### config.mk
export PLATFORM = sky130hd
export DESIGN_NAME = sd_image_responder
export DESIGN_NICKNAME = d
export VERILOG_FILES = /design/src/rtl/sd_image_responder.sv
export SDC_FILE = /design/constraint.sdc
export NUM_CORES = 1
export LEC_CHECK = 0
export CAP_MARGIN = 20
export CORE_ASPECT_RATIO = 0.8
export CORE_UTILIZATION = 46
export DETAILED_ROUTE_END_ITERATION = 10
export PLACE_DENSITY_LB_ADDON = 0.25
export SYNTH_ARGS = -nofsm -noshare
export SYNTH_HDL_FRONTEND = slang
export SYNTH_SLANG_ARGS = --single-unit
export TNS_END_PERCENT = 1
### constraint.sdc
create_clock -name clk_sys -period 2.99 [get_ports clk_sys]
set_clock_uncertainty 0.15 [all_clocks]
set_input_delay 0.4485 -clock clk_sys [delete_from_list [all_inputs] [get_ports clk_sys]]
set_output_delay 0.4485 -clock clk_sys [all_outputs]
set_load 0.02 [all_outputs]
### src/rtl/sd_image_responder.sv
// Serves 512-byte SD sector reads/writes from a disk image held in SDRAM,
// one byte per SDRAM port2 transaction (toggle req/ack handshake).
module sd_image_responder #(
  parameter logic [24:0] BASE_ADDR = 25'h0100000
) (
  input  logic        clk_sys,
  input  logic        reset,
  input  logic        img_mounted,
  input  logic [31:0] img_size,
  input  logic        img_wp,
  input  logic [31:0] sd_lba,
  input  logic        sd_rd,
  input  logic        sd_wr,
  output logic        sd_ack,
  output logic [8:0]  sd_buff_addr,
  output logic [7:0]  sd_dout,
  output logic        sd_dout_strobe,
  input  logic [7:0]  sd_din,
  output logic        sd_din_strobe,
  output logic        mem_req,
  input  logic        mem_ack,
  output logic [23:0] mem_a,
  output logic [1:0]  mem_ds,
  output logic        mem_we,
  output logic [15:0] mem_d,
  input  logic [15:0] mem_q,
  output logic [3:0]  dbg_state_o
);

  // mem_req/mem_ack: a request is outstanding while mem_req != mem_ack; the
  // memory completes it by toggling mem_ack (read data on mem_q is valid then).
  typedef enum logic [3:0] {
    IDLE    = 4'd0,
    RD_REQ  = 4'd1,
    RD_WAIT = 4'd2,
    RD_STB  = 4'd3,
    WR_STB  = 4'd4,
    WR_CAP  = 4'd5,
    WR_REQ  = 4'd6,
    WR_WAIT = 4'd7,
    DONE    = 4'd8
  } state_t;

  state_t      state_q, state_d;
  logic        mnt_q;
  logic [22:0] sectors_q;
  logic [15:0] lba_q, lba_d;
  logic        valid_q, valid_d;
  logic [8:0]  idx_q, idx_d;
  logic        ack_q, ack_d;
  logic [7:0]  dout_q, dout_d;
  logic        mem_req_q, mem_req_d;
  logic        mem_we_q, mem_we_d;
  logic [1:0]  mem_ds_q, mem_ds_d;
  logic [23:0] mem_a_q, mem_a_d;
  logic [15:0] mem_d_q, mem_d_d;
  logic [24:0] byte_addr;
  logic        last_byte;
  logic        unused_size_bits;

  // Only lba[15:0] reaches the 25-bit address; the full lba is range-checked at accept.
  assign byte_addr        = BASE_ADDR + {lba_q, 9'd0} + {16'd0, idx_q};
  assign last_byte        = (idx_q == 9'd511);
  assign unused_size_bits = ^img_size[8:0];

  always_ff @(posedge clk_sys) begin
    if (reset) begin
      state_q   <= IDLE;
      mnt_q     <= 1'b0;
      sectors_q <= 23'd0;
      lba_q     <= 16'd0;
      valid_q   <= 1'b0;
      idx_q     <= 9'd0;
      ack_q     <= 1'b0;
      dout_q    <= 8'd0;
      mem_req_q <= mem_ack;
      mem_we_q  <= 1'b0;
      mem_ds_q  <= 2'b00;
      mem_a_q   <= 24'd0;
      mem_d_q   <= 16'd0;
    end else begin
      state_q   <= state_d;
      if (img_mounted) begin
        mnt_q     <= 1'b1;
        sectors_q <= img_size[31:9];
      end
      lba_q     <= lba_d;
      valid_q   <= valid_d;
      idx_q     <= idx_d;
      ack_q     <= ack_d;
      dout_q    <= dout_d;
      mem_req_q <= mem_req_d;
      mem_we_q  <= mem_we_d;
      mem_ds_q  <= mem_ds_d;
      mem_a_q   <= mem_a_d;
      mem_d_q   <= mem_d_d;
    end
  end

  always_comb begin
    state_d   = state_q;
    lba_d     = lba_q;
    valid_d   = valid_q;
    idx_d     = idx_q;
    ack_d     = ack_q;
    dout_d    = dout_q;
    mem_req_d = mem_req_q;
    mem_we_d  = mem_we_q;
    mem_ds_d  = mem_ds_q;
    mem_a_d   = mem_a_q;
    mem_d_d   = mem_d_q;
    case (state_q)
      IDLE: begin
        if (sd_rd || sd_wr) begin
          lba_d   = sd_lba[15:0];
          // Validity is frozen here so a remount mid-transfer cannot change it.
          valid_d = mnt_q && (sd_lba < {9'd0, sectors_q});
          ack_d   = 1'b1;
          idx_d   = 9'd0;
          state_d = sd_rd ? RD_REQ : WR_STB;
        end
      end
      RD_REQ: begin
        if (valid_q) begin
          mem_req_d = ~mem_req_q;
          mem_we_d  = 1'b0;
          mem_a_d   = byte_addr[24:1];
          mem_ds_d  = byte_addr[0] ? 2'b10 : 2'b01;
          state_d   = RD_WAIT;
        end else begin
          dout_d  = 8'h00;
          state_d = RD_STB;
        end
      end
      RD_WAIT: begin
        if (mem_ack == mem_req_q) begin
          dout_d  = mem_ds_q[1] ? mem_q[15:8] : mem_q[7:0];
          state_d = RD_STB;
        end
      end
      RD_STB: begin
        if (last_byte) begin
          ack_d   = 1'b0;
          state_d = DONE;
        end else begin
          idx_d   = idx_q + 9'd1;
          state_d = RD_REQ;
        end
      end
      WR_STB: state_d = WR_CAP;
      WR_CAP: begin
        mem_d_d = {sd_din, sd_din};
        if (valid_q && !img_wp) begin
          state_d = WR_REQ;
        end else if (last_byte) begin
          ack_d   = 1'b0;
          state_d = DONE;
        end else begin
          idx_d   = idx_q + 9'd1;
          state_d = WR_STB;
        end
      end
      WR_REQ: begin
        mem_req_d = ~mem_req_q;
        mem_we_d  = 1'b1;
        mem_a_d   = byte_addr[24:1];
        mem_ds_d  = byte_addr[0] ? 2'b10 : 2'b01;
        state_d   = WR_WAIT;
      end
      WR_WAIT: begin
        if (mem_ack == mem_req_q) begin
          if (last_byte) begin
            ack_d   = 1'b0;
            state_d = DONE;
          end else begin
            idx_d   = idx_q + 9'd1;
            state_d = WR_STB;
          end
        end
      end
      DONE: begin
        ack_d   = 1'b0;
        state_d = IDLE;
      end
      default: state_d = IDLE;
    endcase
  end

  assign sd_ack         = ack_q;
  assign sd_buff_addr   = idx_q;
  assign sd_dout        = dout_q;
  assign sd_dout_strobe = (state_q == RD_STB);
  assign sd_din_strobe  = (state_q == WR_STB);
  assign mem_req        = mem_req_q;
  assign mem_a          = mem_a_q;
  assign mem_ds         = mem_ds_q;
  assign mem_we         = mem_we_q;
  assign mem_d          = mem_d_q;
  assign dbg_state_o    = state_q;

endmodule

==> run summary <==
The run finished with clean final reports. Combinational cell fraction of total power: 26.6%. The critical path is of the flip-flop to output pin type. The startpoint identified for the worst register-to-register timing path is sd_buff_addr[0]. For this design the static power due to leakage is 0.00244 uW. The violation count after the first detailed-route iteration is 157, and the count of synthesis-stage warnings from yosys is 0. The overall die area is 0.0107 mm^2, and the total of hold buffers inserted after clock tree synthesis is 0. The post-CTS setup-driven buffer insertion count was 0; the number of cells traversed by the worst register-to-register path was 8. In this run the cell area of the synthesized design comes to 0.00474 mm^2.

The die extent in x was 115 um; the starting density of the core was 48.3%. The kind of path behind the tightest hold check is input port to flip-flop. Counting every instance in the synthesized netlist gives 542.

In this run the deepest clock path goes through 2 buffers. Dividing total power by cell area gives a power density of 566 mW/mm^2. The number of clock sinks is 99. Entering global routing, the biggest net connects 65 pins. The routed layout has 4,111 vias. The arrival time of the worst setup path was 2080 ps. The congestion estimate from routability-driven global placement came to 0.880. In the post-route analysis, the smallest setup slack over all paths is 310 ps.

The worst setup path is captured at an output pin. The number of flops mapped to enable cells by yosys is 1, and the half-perimeter wire length after placement is 8.74 mm. The number of max-slew violations in the final report was 0; the number of I/O pins was 163.

Along the worst path, the maximum fanout reaches 16. Number of rows in the core area: 32. The run gives 373 MHz as the maximum clock frequency. The run gives 0 as the remaining global-route overflow.

The die extent in y was 92.8 um. Data on the critical path is required at its endpoint by 2390 ps. The tree is rooted in a sky130_fd_sc_hd__clkbuf_16. Of all cell types, the one taking the most synthesized area is sky130_fd_sc_hd__dfxtp_1. The ratio of final minimum period to clock period was 89.6%. The tools report the number of maximum-capacitance constraint violations as 0. The run gives 350 ps as the worst-skew pair later-pin latency. The detailed-route vias per instance is 5.08, and the max-slew headroom at the worst pin is 55.7%. Post-layout total power: 3720 uW. Start point of the worst min-delay path: reset. Number of CTS-inserted buffers: 9. The top cell type's share of synthesized area was 41.4%.

For the number of detailed-route iterations in the first pass, the log shows 4. The count of endpoints failing hold in the final timing report came out at 0. Of the cells placed in the final design, the portion with a size suffix greater than 1 is 5.93%. In this run the standard cell core region covers 0.00981 mm^2. The mean routed wirelength per cell was 14.3 um; the count of antenna diodes in the layout was 0.

The routed design has 11.6 mm of wire. The mean post-synth cell area works out to 8.74 um^2. The cell-internal power is 2550 uW. The share of flip-flops with an asynchronous set or reset was 0%; the flip-flop and latch count after synthesis was 99. Ranked by total cell area, the synthesized netlist is headed by sky130_fd_sc_hd__dfxtp_1, sky130_fd_sc_hd__mux2i_1, sky130_fd_sc_hd__ha_1, sky130_fd_sc_hd__a21oi_1, sky130_fd_sc_hd__nand2_1.

The clock tree synthesis step divided the H-tree into 3 levels. The analysis attributes to net switching a power of 1170 uW. For the fraction of the yosys area taken by sequential cells, the log shows 42.1%. The run gives 41.1% as the relative contribution of sequential cells to total power. TritonCTS built the clock tree. Adding up every negative setup slack in the final design gives 0 ps. For hold timing, the worst endpoint is mem_a[1]. Global routing used 22.2% of the available tracks across all layers.

The clock network fraction of total power was 32.3%; the layout net count was 789. Number of global-route vias before repair: 3,946. The run gives 540 ps as the setup slack of the most critical reg-to-reg path. The net count after synthesis is 662, and the final number of setup-violating endpoints is 0. Setup repair after global routing left no endpoint under its margin. Subtracting the final worst setup slack from the clock period gives 2680 ps.

The leading register cell type out of synthesis was sky130_fd_sc_hd__dfxtp_1. The worst hold path was traced through 2 stages. The count of antenna-violating nets left after detailed routing is 0. In this run switching power makes up 31.4% of total power. The first-pass GRT wire length is 18.5 mm, and the clock transition at the registers of the reported paths is 70 ps. In this run the critical register-to-register path is captured at sd_buff_addr[6].

The minimum hold slack is 297 ps. OpenSTA, run right after detailed placement, puts the worst setup slack at 355 ps. The count of buffers added on input and output ports is 153. The post-CTS resize count was 0; the count of distinct cell types in the synthesized netlist was 53.

STA classifies the critical path startpoint as a flip-flop. The area growth from synthesis to layout was 38.5%; the slew at the pin closest to its max-slew limit was 663 ps. The DRC violation count after routing is 0, and the peak supply drop is 0.000436 V. For the initial antenna violation count, the log shows 0.
[area by class of cell]
| class | instances | area [um^2] |
|---|---|---|
| Fill cell | 815 | 3250 |
| Multi-Input combinational cell | 367 | 2360 |
| Sequential cell | 99 | 1990 |
| Timing Repair Buffer | 165 | 1630 |
| Clock buffer | 9 | 225 |
| Tap cell | 136 | 170 |
| Inverter | 27 | 101 |
| Clock inverter | 7 | 85.1 |
[synthesized netlist by cell type, types with 2 or more instances]
master                      number
sky130_fd_sc_hd__and3_1          4
sky130_fd_sc_hd__a2111oi_0       2
sky130_fd_sc_hd__nor3b_2         2
sky130_fd_sc_hd__xor2_1          3
sky130_fd_sc_hd__nand2_1        67
sky130_fd_sc_hd__mux2i_1        55
sky130_fd_sc_hd__nor2_1         66
sky130_fd_sc_hd__nand3_1         8
sky130_fd_sc_hd__buf_2           5
sky130_fd_sc_hd__o21ai_0        11
sky130_fd_sc_hd__dfxtp_1        98
sky130_fd_sc_hd__nor4b_1         2
sky130_fd_sc_hd__o21a_1          2
sky130_fd_sc_hd__o31ai_1         2
sky130_fd_sc_hd__ha_1           25
sky130_fd_sc_hd__buf_6           3
sky130_fd_sc_hd__nor3b_1         2
sky130_fd_sc_hd__a21oi_1        52
sky130_fd_sc_hd__xnor2_1         2
sky130_fd_sc_hd__buf_1           3
sky130_fd_sc_hd__buf_4          22
sky130_fd_sc_hd__nand2b_1        4
sky130_fd_sc_hd__or3_1          16
sky130_fd_sc_hd__clkbuf_1       16
sky130_fd_sc_hd__a211oi_1        5
sky130_fd_sc_hd__or2_2           2
sky130_fd_sc_hd__a31oi_1         3
sky130_fd_sc_hd__nor4_1          2
sky130_fd_sc_hd__nand4b_1        2
sky130_fd_sc_hd__nor3_1          5
sky130_fd_sc_hd__inv_1          27
sky130_fd_sc_hd__a21o_1          2
sky130_fd_sc_hd__a221oi_1        2
[critical path, stage by stage, from the launching register on]
cell and delay, ps:
sky130_fd_sc_hd__dfxtp_1 650, sky130_fd_sc_hd__nand2_1 220, sky130_fd_sc_hd__nor3b_1 220, sky130_fd_sc_hd__clkdlybuf4s50_1 640
[power by group through the flow]
stage	sequential (uW)	combinational [uW]	clock, uW
CTS	1530	992	1220
floorplan	1570	622	0
finish	1530	989	1200
detailed placement	1560	987	0
global placement	1550	959	0
global route	1540	1080	1280
[metal layers]
metal	track usage (%)	vias up	share of wire, %
met1	27.0	1892	45
met5	0	-	0
li1	-	2090	-
met4	6.49	0	1.4
met2	37.0	115	46
met3	7.46	14	7.1
[per-stage QoR]
| stage | cell area (um^2) | instances | utilization, % |
|---|---|---|---|
| 6_report | 6560 | 810 | 66.9 |
| 5_1_grt | 6560 | 810 | 66.9 |
| 4_1_cts | 6560 | 810 | 66.9 |
| 3_5_place_dp | 6250 | 794 | 63.7 |
| 3_3_place_gp | 6250 | 794 | 63.7 |
| 2_1_floorplan | 4740 | 542 | - |
[placed cells by master (no fill, tap or decap), types with 3 or more instances in the layout]
master and count:
sky130_fd_sc_hd__a211oi_1 5, sky130_fd_sc_hd__a21oi_1 52, sky130_fd_sc_hd__a31oi_1 3, sky130_fd_sc_hd__and3_1 4, sky130_fd_sc_hd__buf_4 11, sky130_fd_sc_hd__clkbuf_16 9, sky130_fd_sc_hd__clkdlybuf4s50_1 152, sky130_fd_sc_hd__clkinv_4 3
sky130_fd_sc_hd__dfxtp_1 98, sky130_fd_sc_hd__ha_1 25, sky130_fd_sc_hd__inv_1 27, sky130_fd_sc_hd__mux2i_1 55, sky130_fd_sc_hd__nand2_1 67, sky130_fd_sc_hd__nand2b_1 4, sky130_fd_sc_hd__nand3_1 8, sky130_fd_sc_hd__nor2_1 65
sky130_fd_sc_hd__nor3_1 5, sky130_fd_sc_hd__o21ai_0 11, sky130_fd_sc_hd__or3_1 16, sky130_fd_sc_hd__xor2_1 3
[kinds of logic (layout without fill, tap and decap cells)]
family / count (synthesis) / count (layout) / synth area share, %
AND/OR/NAND/NOR: 193 / 193 / 19.5
flip-flops: 99 / 99 / 42.1
AO/OA/AOI/OAI: 88 / 88 / 10.6
buffers and inverters: 76 / 208 / 8.38
multiplexers: 56 / 56 / 11.9
adder cells (fa/ha/maj): 25 / 25 / 6.61
XOR/XNOR: 5 / 5 / 0.925
[registers in the layout (all words and copies together), names as in the netlist]
signal        cells
mem_a            24
sectors_q        23
lba_q            16
sd_buff_addr      9
mem_d             8
sd_dout           8
dbg_state_o       4
mem_ds            2
mem_req           1
mem_we            1
mnt_q             1
sd_ack            1
valid_q           1
[worst max-delay path by stage]
stage | depth (start not counted) | from | endpoint | slack (ps)
after floorplan | 3 | dbg_state_o[2] | sd_din_strobe | 740
after global placement | 7 | sd_lba[22] | valid_q | 390
after detailed placement | 6 | sd_rd | sd_buff_addr[6] | 360
after CTS | 3 | dbg_state_o[0] | sd_dout_strobe | 290
after global routing | 2 | dbg_state_o[2] | sd_din_strobe | 190
final | 3 | dbg_state_o[0] | sd_dout_strobe | 310
Power figures use the tool's default switching activity.
